File: config.mk
export PLATFORM = sky130hd
export DESIGN_NAME = core_ctrl
export DESIGN_NICKNAME = d
export VERILOG_FILES = /design/src/rtl/core_ctrl_pkg.sv /design/src/rtl/core_ctrl_cnt.sv /design/src/rtl/core_ctrl.sv
export SDC_FILE = /design/constraint.sdc
export NUM_CORES = 1
export LEC_CHECK = 0
export CAP_MARGIN = 20
export CELL_PAD_IN_SITES_DETAIL_PLACEMENT = 1
export CELL_PAD_IN_SITES_GLOBAL_PLACEMENT = 1
export CORE_MARGIN = 4
export CORE_UTILIZATION = 42
export DETAILED_ROUTE_END_ITERATION = 10
export PLACE_DENSITY = 0.8
export SYNTH_ARGS = -nofsm -noshare
export SYNTH_HDL_FRONTEND = slang
export SYNTH_SLANG_ARGS = --single-unit
File: constraint.sdc
create_clock -name clk -period 2.86 [get_ports clk]
set_clock_uncertainty 0.05 [all_clocks]
set_input_delay 0.429 -clock clk [delete_from_list [all_inputs] [get_ports clk]]
set_output_delay 0.429 -clock clk [all_outputs]
set_load 0.05 [all_outputs]
File: src/rtl/core_ctrl_pkg.sv
// Shared definitions for the core controller: state encoding, instruction
// bit positions and array geometry.
package core_ctrl_pkg;

    localparam int COL   = 8;
    localparam int DEPTH = 16;
    localparam int AW    = 4;   // SRAM address width
    localparam int CW    = 5;   // counter width: must reach DEPTH (EXEC runs nq+1 cycles)

    localparam int INST_W = 17;

    // Instruction word bit positions
    localparam int INST_OFIFO_RD  = 16;
    localparam int INST_QK_ADD_LO = 12;   // [15:12]
    localparam int INST_P_ADD_LO  = 8;    // [11:8]
    localparam int INST_EXECUTE   = 7;
    localparam int INST_KLOAD     = 6;
    localparam int INST_QMEM_RD   = 5;
    localparam int INST_QMEM_WR   = 4;
    localparam int INST_KMEM_RD   = 3;
    localparam int INST_KMEM_WR   = 2;
    localparam int INST_PMEM_RD   = 1;
    localparam int INST_PMEM_WR   = 0;

    // Counter slots shared by the controller
    localparam int CNT_LD = 0;   // external load word index
    localparam int CNT_RD = 1;   // KLOAD / EXEC / GAP cycle index
    localparam int CNT_DR = 2;   // drain write index
    localparam int NCNT   = 3;

    typedef enum logic [2:0] {
        IDLE  = 3'd0,
        LD_Q  = 3'd1,
        LD_K  = 3'd2,
        KLOAD = 3'd3,
        EXEC  = 3'd4,
        GAP   = 3'd5,
        DRAIN = 3'd6,
        DONE  = 3'd7
    } state_t;

endpackage

File: src/rtl/core_ctrl_cnt.sv
// Up-counter with synchronous clear (load to zero), increment enable and a
// terminal-count flag against a run-time last value. The address output
// is the count modulo 2**AW.
module ctrl_cnt
    import core_ctrl_pkg::*;
(
    input  logic          clk,
    input  logic          reset,
    input  logic          clr,
    input  logic          inc,
    input  logic [CW-1:0] last,
    output logic [AW-1:0] addr,
    output logic          tc
);

    logic [CW-1:0] count_q;
    logic [CW-1:0] count_d;

    // Next count: clear has priority over increment
    always_comb begin
        count_d = count_q;
        if (clr) begin
            count_d = '0;
        end else if (inc) begin
            count_d = count_q + CW'(1);
        end
    end

    // Count register
    always_ff @(posedge clk or negedge reset) begin
        if (!reset) begin
            count_q <= '0;
        end else begin
            count_q <= count_d;
        end
    end

    assign addr = count_q[AW-1:0];
    assign tc   = (count_q == last);

endmodule

File: src/rtl/core_ctrl.sv
// Job sequencer for the attention core: loads Q and K words from the
// external bus, pushes K into the array, streams Q through it, waits for
// the array to drain and copies output FIFO rows into PSUM memory.
// Strobes and status are a register stage behind the state that produced
// them; ext_ready alone is aligned with the state so the handshake the
// source sees is exactly the one the counters see.
module core_ctrl
    import core_ctrl_pkg::*;
#(
    parameter int col   = COL,
    parameter int depth = DEPTH
) (
    input  logic              clk,
    input  logic              reset,
    input  logic              start,
    input  logic [4:0]        num_q,
    input  logic              ext_valid,
    output logic              ext_ready,
    input  logic              fifo_valid,
    output logic [INST_W-1:0] inst,
    output logic              busy,
    output logic              done
);

    localparam logic [CW-1:0] COL_L    = CW'(col);
    localparam logic [CW-1:0] COL_LAST = CW'(col - 1);
    localparam logic [CW-1:0] DEPTH_L  = CW'(depth);

    state_t              state_q, state_d;
    logic [CW-1:0]       nq_q, nq_d;
    logic [INST_W-1:0]   inst_q, inst_d;
    logic                ext_ready_q, ext_ready_d;
    logic                busy_q, busy_d;
    logic                done_q, done_d;
    logic                accept;

    logic [NCNT-1:0]          cnt_clr;
    logic [NCNT-1:0]          cnt_inc;
    logic [NCNT-1:0]          cnt_tc;
    logic [NCNT-1:0][CW-1:0]  cnt_last;
    logic [NCNT-1:0][AW-1:0]  cnt_addr;

    genvar gi;
    generate
        for (gi = 0; gi < NCNT; gi++) begin : g_cnt
            ctrl_cnt u_cnt (
                .clk   (clk),
                .reset (reset),
                .clr   (cnt_clr[gi]),
                .inc   (cnt_inc[gi]),
                .last  (cnt_last[gi]),
                .addr  (cnt_addr[gi]),
                .tc    (cnt_tc[gi])
            );
        end
    endgenerate

    // Terminal values per state, kept apart from the FSM so tc has no loop
    always_comb begin
        cnt_last[CNT_LD] = (state_q == LD_K) ? COL_LAST : (nq_q - CW'(1));
        cnt_last[CNT_DR] = nq_q - CW'(1);
        case (state_q)
            EXEC:    cnt_last[CNT_RD] = nq_q;
            GAP:     cnt_last[CNT_RD] = COL_LAST;
            default: cnt_last[CNT_RD] = COL_L;
        endcase
    end

    // Next state, counter control and the instruction for this cycle
    always_comb begin
        state_d = state_q;
        nq_d    = nq_q;
        inst_d  = '0;
        cnt_clr = '0;
        cnt_inc = '0;
        accept  = ext_valid && ext_ready_q;

        case (state_q)
            IDLE: begin
                if (start && !busy_q) begin
                    nq_d    = (num_q > DEPTH_L) ? DEPTH_L : num_q;
                    cnt_clr = '1;
                    state_d = (num_q == '0) ? DONE : LD_Q;
                end
            end
            LD_Q: begin
                if (accept) begin
                    inst_d[INST_QMEM_WR] = 1'b1;
                    inst_d[INST_QK_ADD_LO +: AW] = cnt_addr[CNT_LD];
                    if (cnt_tc[CNT_LD]) begin
                        cnt_clr[CNT_LD] = 1'b1;
                        state_d = LD_K;
                    end else begin
                        cnt_inc[CNT_LD] = 1'b1;
                    end
                end
            end
            LD_K: begin
                if (accept) begin
                    inst_d[INST_KMEM_WR] = 1'b1;
                    inst_d[INST_QK_ADD_LO +: AW] = cnt_addr[CNT_LD];
                    if (cnt_tc[CNT_LD]) begin
                        cnt_clr[CNT_LD] = 1'b1;
                        cnt_clr[CNT_RD] = 1'b1;
                        state_d = KLOAD;
                    end else begin
                        cnt_inc[CNT_LD] = 1'b1;
                    end
                end
            end
            KLOAD: begin
                inst_d[INST_KLOAD] = 1'b1;
                if (cnt_tc[CNT_RD]) begin
                    cnt_clr[CNT_RD] = 1'b1;
                    state_d = EXEC;
                end else begin
                    inst_d[INST_KMEM_RD] = 1'b1;
                    inst_d[INST_QK_ADD_LO +: AW] = cnt_addr[CNT_RD];
                    cnt_inc[CNT_RD] = 1'b1;
                end
            end
            EXEC: begin
                inst_d[INST_EXECUTE] = 1'b1;
                if (cnt_tc[CNT_RD]) begin
                    cnt_clr[CNT_RD] = 1'b1;
                    state_d = GAP;
                end else begin
                    inst_d[INST_QMEM_RD] = 1'b1;
                    inst_d[INST_QK_ADD_LO +: AW] = cnt_addr[CNT_RD];
                    cnt_inc[CNT_RD] = 1'b1;
                end
            end
            GAP: begin
                if (cnt_tc[CNT_RD]) begin
                    cnt_clr[CNT_RD] = 1'b1;
                    cnt_clr[CNT_DR] = 1'b1;
                    state_d = DRAIN;
                end else begin
                    cnt_inc[CNT_RD] = 1'b1;
                end
            end
            DRAIN: begin
                if (fifo_valid) begin
                    inst_d[INST_OFIFO_RD] = 1'b1;
                    inst_d[INST_PMEM_WR]  = 1'b1;
                    inst_d[INST_P_ADD_LO +: AW] = cnt_addr[CNT_DR];
                    if (cnt_tc[CNT_DR]) begin
                        state_d = DONE;
                    end else begin
                        cnt_inc[CNT_DR] = 1'b1;
                    end
                end
            end
            DONE: begin
                state_d = IDLE;
            end
            default: begin
                state_d = IDLE;
            end
        endcase

        // The controller never reads PSUM memory back
        inst_d[INST_PMEM_RD] = 1'b0;

        ext_ready_d = (state_d == LD_Q) || (state_d == LD_K);
        busy_d      = (state_q != IDLE);
        done_d      = (state_q == DONE);
    end

    // State, job length and registered outputs
    always_ff @(posedge clk or negedge reset) begin
        if (!reset) begin
            state_q     <= IDLE;
            nq_q        <= '0;
            inst_q      <= '0;
            ext_ready_q <= 1'b0;
            busy_q      <= 1'b0;
            done_q      <= 1'b0;
        end else begin
            state_q     <= state_d;
            nq_q        <= nq_d;
            inst_q      <= inst_d;
            ext_ready_q <= ext_ready_d;
            busy_q      <= busy_d;
            done_q      <= done_d;
        end
    end

    assign inst      = inst_q;
    assign ext_ready = ext_ready_q;
    assign busy      = busy_q;
    assign done      = done_q;

endmodule

* Word-level counts from Yosys, hierarchy flattened
Cells that the tools add are included.
** Storage, ports and cells
- Register bits after elaboration :: 42
- Latch bits :: 0
- RAM bits :: 0
- Memory bits (read-only) :: 0
- Input port bits :: 10
- Output and inout bits :: 20
- Word-level logic and storage cells :: 93
- Memories :: 0
** Operators by class
- Add/sub/neg operators :: 4
- Multipliers :: 0
- Divide/modulo/power cells :: 0
- Order comparisons :: 1
- Eq/ne operators :: 12
- Shifts and indexed selects :: 0
- Mux-type cells :: 53
- Bitwise logic cells :: 0
- Reductions and logical operators :: 14
** Operator list (number)
- two-way mux 5 bit :: 8
- two-way mux 3 bit :: 12
- one-hot mux 3 bit (8 select lines) :: 1
- two-way mux 1 bit :: 20
- two-way mux 4 bit :: 4
- adder 5 x 1 -> 5 bit (second input constant) :: 3
- == test 5 bit :: 3
- == test 3 bit (second input constant) :: 4
- one-hot mux 5 bit (2 select lines) :: 1
- == test 3 x 2 -> 1 bit (second input constant) :: 3
- one-hot mux 4 bit (2 select lines) :: 1
- == test 3 x 1 -> 1 bit (second input constant) :: 2
- two-way mux 2 bit :: 3
- nonzero test 2 bit :: 3
- > comparator 5 bit (second input constant) :: 1
- zero test 5 bit :: 1
- subtractor 5 x 1 -> 5 bit (second input constant) :: 1
- one-hot mux 1 bit (4 select lines) :: 1
- OR reduction 2 bit :: 2
- zero test 3 bit :: 1
- one-hot mux 1 bit (3 select lines) :: 1
- nonzero test 3 bit :: 1
- OR reduction 3 bit :: 1
- logical AND 1 bit :: 2
- other kinds (4) :: 4

* Logic depth before layout (Yosys ltp)
- Word-level depth :: 8
- Depth in mapped cells :: 9
- Depth with buffers taken out :: 9

* By module
A second synthesis with hierarchy kept.
** Second synthesis, totals
- Cells, all modules :: 228
- Area total of the unflattened synthesis :: 2227.1 µm²
** Modules (own cells, without submodules)
- core_ctrl :: instances 1, cells each 138, area each 1322.5 µm², seq. area each 650.6 µm²
- ctrl_cnt :: instances 3, cells each 30, area each 301.5 µm², seq. area each 125.1 µm²

* Worst setup path after synthesis
No wires, ideal clock.
- Kind :: register -> register
- Start point :: register nq_q[0]
- End point :: register ext_ready_q, in the netlist ext_ready
- Library setup time :: 0.126 ns
- Arrival time :: 2.180 ns
- Required time :: 2.684 ns
- Path slack :: 0.504 ns
- Stages on the path, launching flop included :: 10
- Path buffers :: 0
- Period minus slack after synthesis :: 2.356 ns
- Cells stage by stage :: dfrtp_1 inv_2 ha_1 nor3b_4 xnor3_1 or3_1 o311ai_1 nand2_1 a311o_1 mux2i_1
** Between the ends
- Word-level cells in the longest chain between the ends :: 8
- Elaborated cells between the ends (all ways) :: 19
- Classes of those cells :: add/sub (1); eq/ne (5); mux (12); reduce/logical (1)
** Ends and longest elaborated chain
- start: declaration :: line core_ctrl.sv:30 : logic [CW-1:0] nq_q, nq_d;
- start signal: assignment :: line core_ctrl.sv:181 : nq_q <= nq_d;
- subtractor 5 x 1 -> 5 bit :: line core_ctrl.sv:60, core_ctrl.sv:61
- two-way mux 5 bit :: line core_ctrl.sv:60 : cnt_last[CNT_LD] = (state_q == LD_K) ? COL_LAST : (nq_q - CW'(1));
- == test 5 bit :: line core_ctrl_cnt.sv:39 : assign tc = (count_q == last);
- two-way mux 3 bit (on tied branches) :: line core_ctrl.sv:102, core_ctrl.sv:90
- two-way mux 3 bit (on tied branches) :: line core_ctrl.sv:99, core_ctrl.sv:87
- one-hot mux 3 bit (8 select lines) (*) :: line core_ctrl.sv:78 : case (state_q)
- via state_d[0] :: line core_ctrl.sv:29 : state_t state_q, state_d;
- == test 3 x 1 -> 1 bit or == test 3 x 2 -> 1 bit (tied branches) :: line core_ctrl.sv:165 : ext_ready_d = (state_d == LD_Q) || (state_d == LD_K);
- logical OR 1 bit (*) :: line core_ctrl.sv:165
- via ext_ready_d :: line core_ctrl.sv:32 : logic ext_ready_q, ext_ready_d;
- end signal: assignment :: line core_ctrl.sv:183 : ext_ready_q <= ext_ready_d;
- end: declaration :: line core_ctrl.sv:32
The timed path passes the listed nets; every way through them passes the cells marked *.
A chain may end at the register's enable or synchronous reset.

* Worst setup path after layout
Ends and elaborated chain as after synthesis.

==> run summary <==
The number of endpoints failing setup at the final stage is 0. The via count of the routed design came out at 1,858. The number of pins with negative max-slew slack in the final report is 0. The final antenna diode count is 0.

In this run the worst path has a maximum fanout of 6. The count of flip-flops with a built-in enable after synthesis came out at 0. The vertical extent of the die is 82.0 um.

The total global routing overflow came out at 0. The count of boundary I/O pins came out at 30. The net switching component of the power came out at 932 uW.

At the placement stage, the worst setup path has a slack of 0.252 ns. The routed length per placed instance is 16.6 um. The number of setup buffers added after CTS is 0. For this run, the number of standard cells in the final layout without fillers is 341. During placement, the flow inserted port buffers numbering 28. The synthesized net count is 250. The synthesized design spends more area on one cell type than any other, namely dfrtp_1.

The leakage power of the design is 1.20 nW. Entering global routing, the biggest net connects 42 pins. The total wirelength of the detailed-routed design is 5650 um. The relative max-transition margin came out at 39.1%. Power spread over the standard cell area amounts to 806 nW/um^2. The ratio of routed vias to standard cells is 5.45.

Across every metal layer, demand over resource in global routing totals 19.0%. Sequential cells were found to cover 44.6% of the synthesized design area. The post-synthesis cell type count is 56.

The run finished with clean final reports. The clock period minus worst slack came out at 2.65 ns. TritonCTS built the clock tree. Yosys attributes the largest share of cell area to dfrtp_1 45%, nor2_1 3.8%, xnor2_1 3.4%. The region available for standard cell placement spans 5200 sq um.

The total cell area at the placement stage is 2680 sq um. The wire length of the first global-routing pass came out at 9550 um. The share of the cycle needed by the critical path after routing is 92.7%. The actual transition at the worst max-transition pin is 0.913 ns. The total power is 2.24 mW. The type of the most critical hold path is in -> async.

Setup total negative slack on the finished layout was measured at 0 ns. The part of the power in registers came out at 38.2%. The total placed cells including tap cells came out at 333. In this run, post-CTS hold repair placed 0 buffers. The clock sink count is 41. The number of antenna violations at the first check in global routing came to 0. The hold violation count in the final report came out at 0. Before antenna repair, the detailed router went through 4 iterations.

In this run the remaining antenna-violating nets after routing total 0. The number of warnings reported in the yosys synthesis log is 0. The synthesis-to-finish area growth is 20.9%. The clock-pin transition on the worst setup and hold timing paths came out at 0.08 ns. The most instantiated flip-flop cell in the synthesis netlist is dfrtp_1. The final weighted congestion in routability-driven placement is 0.782. In this run, the number of DRC markers left after iteration 0 of detailed routing was 112. After synthesis, the largest area contributor takes up 44.6% of total cell area.

dfrtp_1 is the most common cell in the netlist. The required time of the critical path came out at 3.03 ns. The final setup slack of the worst path came out at 0.210 ns. The number of buffers created by CTS came out at 5. The placement row count is 26. The count of instances resized after the clock tree is built is 0. Ranked by instance count, the synthesized netlist is headed by 41 x dfrtp_1, 23 x nor2_1, 19 x nand2_1. For the worst flop-to-flop path, the logic depth is 9. The switching power as a share of total power is 41.5%. STA puts the critical path data arrival time at 2.82 ns. The clock passes through at most 2 buffers. Setup repair after global routing left no endpoint under its margin. The share of flip-flops with an asynchronous set or reset is 100%. The utilization after layout came out at 53.4%. The startpoint of the worst setup timing path is nq_q[0]. The clock insertion delay at the later pin of the skew report came out at 0.30 ns. The proportion of layout cells with a drive suffix above 1 is 10.7%. In this run the register-to-register setup slack is 0.21 ns. The total number of H-tree levels came out at 2. The worst setup path is captured at a register.

In this run the critical register-to-register path is captured at ext_ready. The post-synthesis area per instance came out at 9.75 sq um. The initial utilization of the core area, before any placement, comes to 44.2%. The worst voltage drop across the vdd grid came out at 0.000366 V. The design internal power came out at 1.31 mW. The final design area excluding fillers is 2780 sq um. The worst hold slack after final layout is 0.204 ns. The critical path in this run is classified as reg -> reg. The clock share of power came out at 18.6%.

The cell area after synthesis is 2300 sq um. The total number of nets in the final design is 284. The buffer type at the clock tree root is clkbuf_8.

Following the worst setup path forward leads to its endpoint at ext_ready. The total of fill cells in the finished design came out at 616. The combinational share of power came out at 43.2%.

The number of global-route vias before repair is 1,887. The flip-flop and latch count after synthesis is 41. The number of instances in the synthesized netlist came out at 236. The sum of net half-perimeters after detailed placement came out at 4320 um.

The tool flagged a number of max-cap violations equal to 0. The achievable clock frequency is 377 MHz. The total DRC errors in the routed layout came out at 0. The worst setup path is launched from a register. The floorplan step set the die width to 82.0 um. The die outline area is 6730 sq um. The startpoint identified for the worst register-to-register timing path is nq_q[0].
## kinds of logic after synthesis
kind of cell | count (synthesis) | synth area share (%)
AO/OA/AOI/OAI | 50 | 14.7
other | 1 | 0.163
XOR/XNOR | 20 | 8.81
AND/OR/NAND/NOR | 100 | 24.9
multiplexers | 3 | 1.31
flip-flops | 41 | 44.6
adder cells (fa/ha/maj) | 4 | 2.18
buffers and inverters | 17 | 3.37
## registers in the layout, indices dropped and copies added, names as in the netlist
name	count
busy	1
done	1
ext_ready	1
g_cnt.u_cnt.count_q	15
inst	15
nq_q	5
state_q	3
## final cells by class
class	instances	area, sq um	area share [%]
Timing Repair Buffer	37	343	12.3
Inverter	7	26.3	0.945
Multi-Input combinational cell	178	1200	43.0
Clock buffer	7	96.3	3.46
Tap cell	70	87.6	3.15
Sequential cell	41	1030	36.9
Clock inverter	1	5.00	0.180
## power by group through the flow
| stage | Combinational, mW | Sequential, mW | Clock [mW] |
|---|---|---|---|
| after global placement | 0.936 | 0.861 | 0 |
| final | 0.968 | 0.858 | 0.417 |
| after CTS | 0.972 | 0.855 | 0.432 |
| after detailed placement | 0.963 | 0.868 | 0 |
| after global routing | 1.06 | 0.873 | 0.456 |
| after floorplan | 0.593 | 0.942 | 0 |
## per-layer routing
layer / track usage, % / wire length [um]
met5: 0 / 0
met4: 7.31 / 89
met3: 3.62 / 294
met2: 28.9 / 2590
met1: 26.6 / 2670
## worst max-delay path, stage by stage, from the launching register on
cell	delay [ns]
dfrtp_1	0.47
inv_2	0.09
ha_1	0.37
xnor2_1	0.15
o31ai_1	0.22
a32oi_1	0.10
nor3_1	0.41
nand2_1	0.12
a311o_1	0.41
mux2i_1	0.18
## placed cells by master (no fill, tap or decap), drive strengths merged, types with 4 or more instances in the layout
master,netlist,routed
a21oi,12,12
a22o,4,4
and2,4,4
buf,5,10
clkbuf,5,7
clkdlybuf4s50,0,27
dfrtp,41,41
ha,4,4
inv,7,7
nand2,19,19
nand2b,5,5
nand3b,6,6
nor2,23,23
nor3,9,9
nor3b,6,6
o21ai,15,15
or2,4,4
or3,4,4
xnor2,9,9
xor2,9,9
## how the worst min path moves through the flow
stage | startpoint | to | slack [ns] | cells past startpoint
after detailed placement | g_cnt[2].u_cnt.count_q[4] | g_cnt[2].u_cnt.count_q[4] | 0.51 | 2
after floorplan | reset | busy | 0.08 | 0
after global routing | reset | g_cnt[1].u_cnt.count_q[2] | 0.28 | 1
after global placement | g_cnt[2].u_cnt.count_q[4] | g_cnt[2].u_cnt.count_q[4] | 0.51 | 2
after CTS | reset | g_cnt[1].u_cnt.count_q[2] | 0.24 | 1
final | reset | g_cnt[1].u_cnt.count_q[2] | 0.20 | 1
(Power assumes the default switching activity.)
